==> config.mk <==
export PLATFORM = sky130hd
export DESIGN_NAME = nec_ir_decoder_flat
export DESIGN_NICKNAME = d
export VERILOG_FILES = /design/src/rtl/ir_pkg.sv /design/src/rtl/nec_ir_decoder_if.sv /design/src/rtl/ir_pulse_timer.sv /design/src/rtl/synchronizer.sv /design/src/rtl/nec_ir_decoder.sv /design/src/flat_wrapper.sv
export SDC_FILE = /design/constraint.sdc
export NUM_CORES = 1
export LEC_CHECK = 0
export ABC_AREA = 0
export CAP_MARGIN = 20
export CORE_MARGIN = 1
export CORE_UTILIZATION = 48
export CTS_BUF_LIST = sky130_fd_sc_hd__clkbuf_2
export DETAILED_ROUTE_END_ITERATION = 6
export MAX_ROUTING_LAYER = met4
export PLACE_DENSITY_LB_ADDON = 0.3
export SYNTH_ARGS = -nofsm -noshare
export SYNTH_HDL_FRONTEND = slang
export SYNTH_SLANG_ARGS = --single-unit
==> constraint.sdc <==
create_clock -name clk_pixel_in -period 3 [get_ports clk_pixel_in]
set_clock_uncertainty 0.15 [all_clocks]
set_input_delay 0.6 -clock clk_pixel_in [delete_from_list [all_inputs] [get_ports clk_pixel_in]]
set_output_delay 0.6 -clock clk_pixel_in [all_outputs]
set_load 0.05 [all_outputs]
==> src/rtl/ir_pkg.sv <==
// rtl/ir_pkg.sv - NEC IR symbol timing windows (us) and decoder state enum
package ir_pkg;

  typedef enum logic [2:0] {
    IDLE,
    LEAD_MARK,
    LEAD_SPACE,
    BIT_MARK,
    BIT_SPACE,
    STOP_MARK,
    REPEAT_MARK
  } state_t;

  localparam int unsigned DUR_W = 14;

  // Nominal symbol lengths are 9000/4500/2250/562/562/1687 us; windows are -25%/+25%
  localparam int unsigned LEAD_MARK_MIN  = 6750;
  localparam int unsigned LEAD_MARK_MAX  = 11250;
  localparam int unsigned LEAD_SPACE_MIN = 3375;
  localparam int unsigned LEAD_SPACE_MAX = 5625;
  localparam int unsigned RPT_SPACE_MIN  = 1688;
  localparam int unsigned RPT_SPACE_MAX  = 2812;
  localparam int unsigned BIT_MARK_MIN   = 422;
  localparam int unsigned BIT_MARK_MAX   = 703;
  localparam int unsigned ZERO_SPACE_MIN = 422;
  localparam int unsigned ZERO_SPACE_MAX = 703;
  localparam int unsigned ONE_SPACE_MIN  = 1266;
  localparam int unsigned ONE_SPACE_MAX  = 2109;

  function automatic logic in_win(input logic [DUR_W-1:0] d, input int unsigned lo,
                                  input int unsigned hi);
    return (32'(d) >= lo) && (32'(d) <= hi);
  endfunction

endpackage

==> src/rtl/nec_ir_decoder_if.sv <==
// rtl/nec_ir_decoder_if.sv - IR line in, decoded code and status pulses out
interface nec_ir_decoder_if;
  logic        ir_in;
  logic [31:0] decoded_ir_out;
  logic        decoded_ir_out_valid;
  logic        error_out;

  modport master (
    input  ir_in,
    output decoded_ir_out,
    output decoded_ir_out_valid,
    output error_out
  );

  modport slave (
    output ir_in,
    input  decoded_ir_out,
    input  decoded_ir_out_valid,
    input  error_out
  );
endinterface

==> src/rtl/ir_pulse_timer.sv <==
// rtl/ir_pulse_timer.sv - 1 us tick prescaler and saturating 14-bit duration counter
module ir_pulse_timer
  import ir_pkg::*;
#(
  parameter int unsigned CLK_FREQ_HZ = 74_250_000
) (
  input  logic             clk,
  input  logic             rst_n,
  input  logic             clear,
  output logic [DUR_W-1:0] duration
);
  localparam int unsigned DIV = CLK_FREQ_HZ / 1_000_000;
  localparam int unsigned PW  = (DIV > 1) ? $clog2(DIV) : 1;

  logic [PW-1:0] pre_q;
  logic          tick;

  assign tick = (pre_q == PW'(DIV - 1));

  // Every line edge restarts both the prescaler and the measurement
  always_ff @(posedge clk or negedge rst_n) begin
    if (!rst_n) begin
      pre_q    <= '0;
      duration <= '0;
    end else if (clear) begin
      pre_q    <= '0;
      duration <= '0;
    end else begin
      pre_q <= tick ? '0 : pre_q + 1'b1;
      if (tick && (duration != {DUR_W{1'b1}})) duration <= duration + 1'b1;
    end
  end
endmodule

==> src/rtl/synchronizer.sv <==
// rtl/synchronizer.sv - single metastability stage, resets to the idle-high line level
module synchronizer (
  input  logic clk,
  input  logic rst_n,
  input  logic d,
  output logic q
);
  // One flop stage; chain two instances for a full synchronizer
  always_ff @(posedge clk or negedge rst_n) begin
    if (!rst_n) q <= 1'b1;
    else        q <= d;
  end
endmodule

==> src/rtl/nec_ir_decoder.sv <==
// rtl/nec_ir_decoder.sv - NEC IR frame decoder; define NEC_IR_REPEAT_EN to re-pulse valid on repeat frames
module nec_ir_decoder
  import ir_pkg::*;
#(
  parameter int unsigned CLK_FREQ_HZ = 74_250_000,
  parameter int unsigned TIMEOUT_US  = 12000
) (
  input  logic                    clk_pixel_in,
  input  logic                    rst_in,
  nec_ir_decoder_if.master        ir_bus
);
  logic             ir_meta, ir_sync, ir_prev;
  logic             fall, rise;
  logic [DUR_W-1:0] duration;
  logic             timeout;
  state_t           state_q, state_d;
  logic             reject, accept, rpt, shift_en, shift_bit, valid_d, err_d;
  logic [31:0]      shreg, decoded_q;
  logic [4:0]       bit_cnt;
  logic             valid_q, err_q;

  synchronizer u_sync0 (.clk(clk_pixel_in), .rst_n(rst_in), .d(ir_bus.ir_in), .q(ir_meta));
  synchronizer u_sync1 (.clk(clk_pixel_in), .rst_n(rst_in), .d(ir_meta),      .q(ir_sync));

  ir_pulse_timer #(.CLK_FREQ_HZ(CLK_FREQ_HZ)) u_timer (
    .clk      (clk_pixel_in),
    .rst_n    (rst_in),
    .clear    (fall | rise),
    .duration (duration)
  );

  assign timeout = (32'(duration) >= TIMEOUT_US);

  // Registered edge pulses; an edge can only follow its opposite, so after a
  // reject with the line low a new leader needs a rising edge first
  always_ff @(posedge clk_pixel_in or negedge rst_in) begin
    if (!rst_in) begin
      ir_prev <= 1'b1;
      fall    <= 1'b0;
      rise    <= 1'b0;
    end else begin
      ir_prev <= ir_sync;
      fall    <= ir_prev & ~ir_sync;
      rise    <= ~ir_prev & ir_sync;
    end
  end

  // State register
  always_ff @(posedge clk_pixel_in or negedge rst_in) begin
    if (!rst_in) state_q <= IDLE;
    else         state_q <= state_d;
  end

  // Next state from the current symbol's verdict
  always_comb begin
    state_d = state_q;
    if (reject) begin
      state_d = IDLE;
    end else begin
      case (state_q)
        IDLE:        if (fall) state_d = LEAD_MARK;
        LEAD_MARK:   if (rise) state_d = LEAD_SPACE;
        LEAD_SPACE:  if (fall) state_d = in_win(duration, LEAD_SPACE_MIN, LEAD_SPACE_MAX)
                                         ? BIT_MARK : REPEAT_MARK;
        BIT_MARK:    if (rise) state_d = BIT_SPACE;
        BIT_SPACE:   if (fall) state_d = (bit_cnt == 5'd31) ? STOP_MARK : BIT_MARK;
        STOP_MARK,
        REPEAT_MARK: if (rise) state_d = IDLE;
        default:     state_d = IDLE;
      endcase
    end
  end

  // Symbol classification and pulse requests; a timeout wins over any edge
  always_comb begin
    reject    = 1'b0;
    accept    = 1'b0;
    rpt       = 1'b0;
    shift_en  = 1'b0;
    shift_bit = 1'b0;
    if ((state_q != IDLE) && timeout) begin
      reject = 1'b1;
    end else begin
      case (state_q)
        LEAD_MARK:   if (rise && !in_win(duration, LEAD_MARK_MIN, LEAD_MARK_MAX)) reject = 1'b1;
        LEAD_SPACE:  if (fall && !in_win(duration, LEAD_SPACE_MIN, LEAD_SPACE_MAX)
                              && !in_win(duration, RPT_SPACE_MIN, RPT_SPACE_MAX)) reject = 1'b1;
        BIT_MARK:    if (rise && !in_win(duration, BIT_MARK_MIN, BIT_MARK_MAX)) reject = 1'b1;
        BIT_SPACE: begin
          if (fall) begin
            if (in_win(duration, ZERO_SPACE_MIN, ZERO_SPACE_MAX)) begin
              shift_en = 1'b1;
            end else if (in_win(duration, ONE_SPACE_MIN, ONE_SPACE_MAX)) begin
              shift_en  = 1'b1;
              shift_bit = 1'b1;
            end else begin
              reject = 1'b1;
            end
          end
        end
        STOP_MARK: begin
          if (rise) begin
            if (shreg[15:8] == ~shreg[7:0]) accept = 1'b1;
            else                            reject = 1'b1;
          end
        end
        REPEAT_MARK: if (rise) rpt = 1'b1;
        default: ;
      endcase
    end
  end

`ifdef NEC_IR_REPEAT_EN
  logic have_code;

  // Repeats are only meaningful once a full code has been accepted
  always_ff @(posedge clk_pixel_in or negedge rst_in) begin
    if (!rst_in)     have_code <= 1'b0;
    else if (accept) have_code <= 1'b1;
  end

  assign valid_d = accept | (rpt & have_code);
  assign err_d   = reject | (rpt & ~have_code);
`else
  assign valid_d = accept;
  assign err_d   = reject;
`endif

  // Shift register, bit counter, held output code and the one-cycle pulses
  always_ff @(posedge clk_pixel_in or negedge rst_in) begin
    if (!rst_in) begin
      shreg     <= '0;
      bit_cnt   <= '0;
      decoded_q <= '0;
      valid_q   <= 1'b0;
      err_q     <= 1'b0;
    end else begin
      valid_q <= valid_d;
      err_q   <= err_d;
      if ((state_q == LEAD_SPACE) && (state_d == BIT_MARK)) bit_cnt <= '0;
      else if (shift_en)                                    bit_cnt <= bit_cnt + 5'd1;
      if (shift_en) shreg     <= {shreg[30:0], shift_bit};
      if (accept)   decoded_q <= shreg;
    end
  end

  assign ir_bus.decoded_ir_out       = decoded_q;
  assign ir_bus.decoded_ir_out_valid = valid_q;
  assign ir_bus.error_out            = err_q;
endmodule

==> src/flat_wrapper.sv <==
// flat-port wrapper written by rule: the top's interface ports become plain ports
module nec_ir_decoder_flat import ir_pkg::*;
#(
  parameter int unsigned CLK_FREQ_HZ = 74_250_000,
  parameter int unsigned TIMEOUT_US  = 12000
)
  (clk_pixel_in, rst_in, ir_bus_ir_in, ir_bus_decoded_ir_out, ir_bus_decoded_ir_out_valid, ir_bus_error_out);
  nec_ir_decoder_if ir_bus_i ();
  input  logic clk_pixel_in;
  input  logic rst_in;
  input wire logic [$bits(ir_bus_i.ir_in)-1:0] ir_bus_ir_in;
  output wire logic [$bits(ir_bus_i.decoded_ir_out)-1:0] ir_bus_decoded_ir_out;
  output wire logic [$bits(ir_bus_i.decoded_ir_out_valid)-1:0] ir_bus_decoded_ir_out_valid;
  output wire logic [$bits(ir_bus_i.error_out)-1:0] ir_bus_error_out;
  assign ir_bus_i.ir_in = ir_bus_ir_in;
  assign ir_bus_decoded_ir_out = ir_bus_i.decoded_ir_out;
  assign ir_bus_decoded_ir_out_valid = ir_bus_i.decoded_ir_out_valid;
  assign ir_bus_error_out = ir_bus_i.error_out;
  nec_ir_decoder #(.CLK_FREQ_HZ(CLK_FREQ_HZ), .TIMEOUT_US(TIMEOUT_US)) u_core (.clk_pixel_in(clk_pixel_in), .rst_in(rst_in), .ir_bus(ir_bus_i));
endmodule
==> impl_metrics.toml <==
[outcome]
run_status = "complete, no violations"

[detailed_routing]
drt_iter0_markers = 172
antenna_left = 0
via_per_inst = 5.54
drt-wirelength-per-cell_um = 15.3
dr.pass1.iters = 7
route.vias.total = 3167
drt_drc_violations_left = 0
totalWireLength_um = 8780

[die]
die_h_um = 103
rows = 36
start_util_pct = 49.9
die_area_um2 = 10600
ios = 37
fp.dieW_um = 103
coreArea_um2 = 9820

[sta]
layout_min_cycle_time_ns = 2.59
hold_violations = 0
min_period_over_period_pct = 86.2
worst_pin_slew_ns = 0.624
timing.hold.ws_ns = 0.227
slew_headroom_pct = 57.8
fin_setup_tns_ns = 0
maxSlewViolCount = 0
finalSetupViolations = 0
fmax_ghz = 0.387
rsz0062_at_grt = "no"

[cts]
clock_sinks = 100
htree_num_levels = 3
clkTransAtPathRegs_ns = 0.29
worstSkewPairLatency_ns = 0.57
cts.path.max_buffers = 2
cts_buffers = 9
cts-root-buf = "clkbuf_2"
cts_tree = "built"

[yosys]
ys_top_cells_by_area = "dfrtp_1 (50%), mux2_2 (8.7%), mux2_4 (7.7%)"
syn-cell-area_um2 = 4900
yosys_warnings = 0
synth.net_count = 420
ys_ff_latch = 100
synth_cell_types = 59
ys.flop_type = "dfrtp_1"
synthCells = 409
synth_edf_count = 0
synth_top_area_share_pct = 49.5
yosysTopAreaCell = "dfrtp_1"
yosysSeqAreaShare_pct = 51.1
avgSynthCellArea_um2 = 12.0
postSynth.asyncResetShare_pct = 100

[placement]
placed_area_um2 = 5300
place_hpwl_um = 5900
port_buffers = 36
gp_congestion = 0.912

[power_and_ir_drop]
power_frac_comb_pct = 8.7
p_switching_w = 0.000666
p_clk_share_pct = 27.5
power_w = 0.00227
internal-power_w = 0.00160
peakVddDrop_v = 0.000241
p_leak_nw = 2.47
sw_frac_of_total_pct = 29.3
pwr-share-seq_pct = 63.9
pwr_density_cell_nw_per_um2 = 419

[global_route]
grt_pass1_wl_um = 14800
antenna_found_initial = 0
grt_max_degree = 101
overflow = 0
grt_pass1_vias = 3066
grt_util_all_layers_pct = 18.7

[critical_path]
crit_chain = "and3b_1 -> o311a_1 -> o31a_2 -> buf_4 -> mux2_4"
cp_max_fo = 20
worst_path_max_delay_cell = "dfrtp_1"
reg2reg_slack_ns = 0.41
critPathTopFamily = "compound AO/OA/AOI/OAI gates"
path_class = "flip-flop to flip-flop"
worstSetupStartpointType = "flip-flop"
end_kind = "flip-flop"
crit_buf_inv = 1
worstPathArrival_ns = 2.90
required_ns = 3.31
crit_path_max_incr_delay_ns = 0.74

[layout]
nNetsFinal = 445
post-route-cell-area_um2 = 5420
antennaDiodeCount = 0
final_common_cell = "dfrtp_1"
area_growth_pct = 10.6
drive_above_1_share_pct = 22.1
final_cell_mix = "dfrtp_1 (97), mux2_2 (38), nor2_1 (37)"

[flow_run]
cap_violations = 0

[min_path]
hold_class = "flip-flop to flip-flop"
-- per-layer routing --
| layer | global-route usage, % | wire length [um] | vias to the layer above |
|---|---|---|---|
| met1 | 25.3 | 4200 | 1580 |
| met3 | 4.07 | 352 | 13 |
| li1 | - | - | 1512 |
| met5 | - | 0 | - |
| met4 | 7.69 | 144 | 0 |
| met2 | 27.2 | 4080 | 62 |
-- power groups by stage --
stage	Clock, W	Combinational, W	Sequential [W]
3_3_place_gp	0	0.000194	0.00146
6_report	0.000624	0.000197	0.00145
5_1_grt	0.000705	0.000226	0.00146
3_5_place_dp	0	0.000199	0.00147
4_1_cts	0.000652	0.000199	0.00145
2_1_floorplan	0	0.000159	0.00144
-- layout make-up --
| type | count | area, um2 |
|---|---|---|
| fill | 867 | 4400 |
| sequential | 100 | 2510 |
| multi-input combinational | 275 | 2190 |
| timing repair buffer | 43 | 425 |
| tap | 133 | 166 |
| clock inverter | 7 | 68.8 |
| clock buffer | 9 | 45.0 |
| inverter | 5 | 18.8 |
-- sequential cells by signal, indices dropped and copies added (netlist names) --
| signal | flops |
|---|---|
| u_core.bit_cnt | 5 |
| u_core.fall | 1 |
| u_core.ir_bus.decoded_ir_out | 32 |
| u_core.ir_bus.decoded_ir_out_valid | 1 |
| u_core.ir_bus.error_out | 1 |
| u_core.ir_prev | 1 |
| u_core.rise | 1 |
| u_core.shreg | 32 |
| u_core.state_q | 3 |
| u_core.u_sync0.q | 1 |
| u_core.u_sync1.q | 1 |
| u_core.u_timer.duration | 14 |
| u_core.u_timer.pre_q | 7 |
-- cell families (layout without fill, tap and decap cells) --
kind of cell	count (synthesis)	after routing	synth area share (%)
and+or+nand+nor	124	124	13.3
buffers and inverters	34	64	4.34
DFF	100	100	51.1
xor gates and xnor gates	27	27	4.82
muxes	67	67	17.2
AOI/OAI and AO/OA	49	49	7.12
adders and majority gates	8	8	2.04
-- timing repair --
action | 4_1_cts | 5_1_grt
setup buffers | 0 | 0
resized for setup | 0 | 0
setup endpoints to repair | 0 | 0
hold endpoints to repair | 97 | 0
hold buffers | 1 | 0
-- synthesized netlist by cell type, types with 2 or more instances --
library cell and number:
a211oi_1 3, a21oi_1 6, a31o_2 2, and2_1 3, and3_1 5, and3b_1 2
and4_1 3, buf_12 2, buf_2 12, buf_6 3, clkbuf_1 10, dfrtp_1 97
dfstp_2 3, ha_1 8, inv_1 5, mux2_2 38, mux2_4 25, mux2i_1 3
nand2_1 19, nand2b_1 8, nand3_1 9, nand4_1 6, nor2_1 37, nor2b_1 6
nor3_1 9, nor4_1 5, nor4b_1 2, o2111ai_1 5, o211ai_1 2, o21ai_0 13
o21bai_1 2, o22ai_1 2, or3_1 3, xnor2_1 14, xor2_1 13
-- path summary, 6_finish.rpt --
path                                                             start                                      to  cells past startpoint
worst max-delay path            u_core.u_timer.duration[8]$_DFFE_PN0P_            u_core.shreg[28]$_DFFE_PN0P_                      5
worst min-delay path                        u_core.u_sync0.q$_DFF_PN1_              u_core.u_sync1.q$_DFF_PN1_                      0
worst max register to register  u_core.u_timer.duration[8]$_DFFE_PN0P_            u_core.shreg[28]$_DFFE_PN0P_                      5
worst min register to register              u_core.u_sync0.q$_DFF_PN1_              u_core.u_sync1.q$_DFF_PN1_                      0
max in group asynchronous                                       rst_in            u_core.shreg[29]$_DFFE_PN0P_                      3
min in group asynchronous                                       rst_in  u_core.u_timer.duration[4]$_DFFE_PN0P_                      3
-- per-stage QoR --
step	setup slack, ns	std cells	utilization, %
2_1_floorplan	0.699	409	-
5_1_grt	0.277	572	55.2
6_report	0.414	572	55.2
3_3_place_gp	0.490	555	54.0
3_5_place_dp	0.476	555	54.0
4_1_cts	0.383	572	55.2
Power figures use the tool's default switching activity.
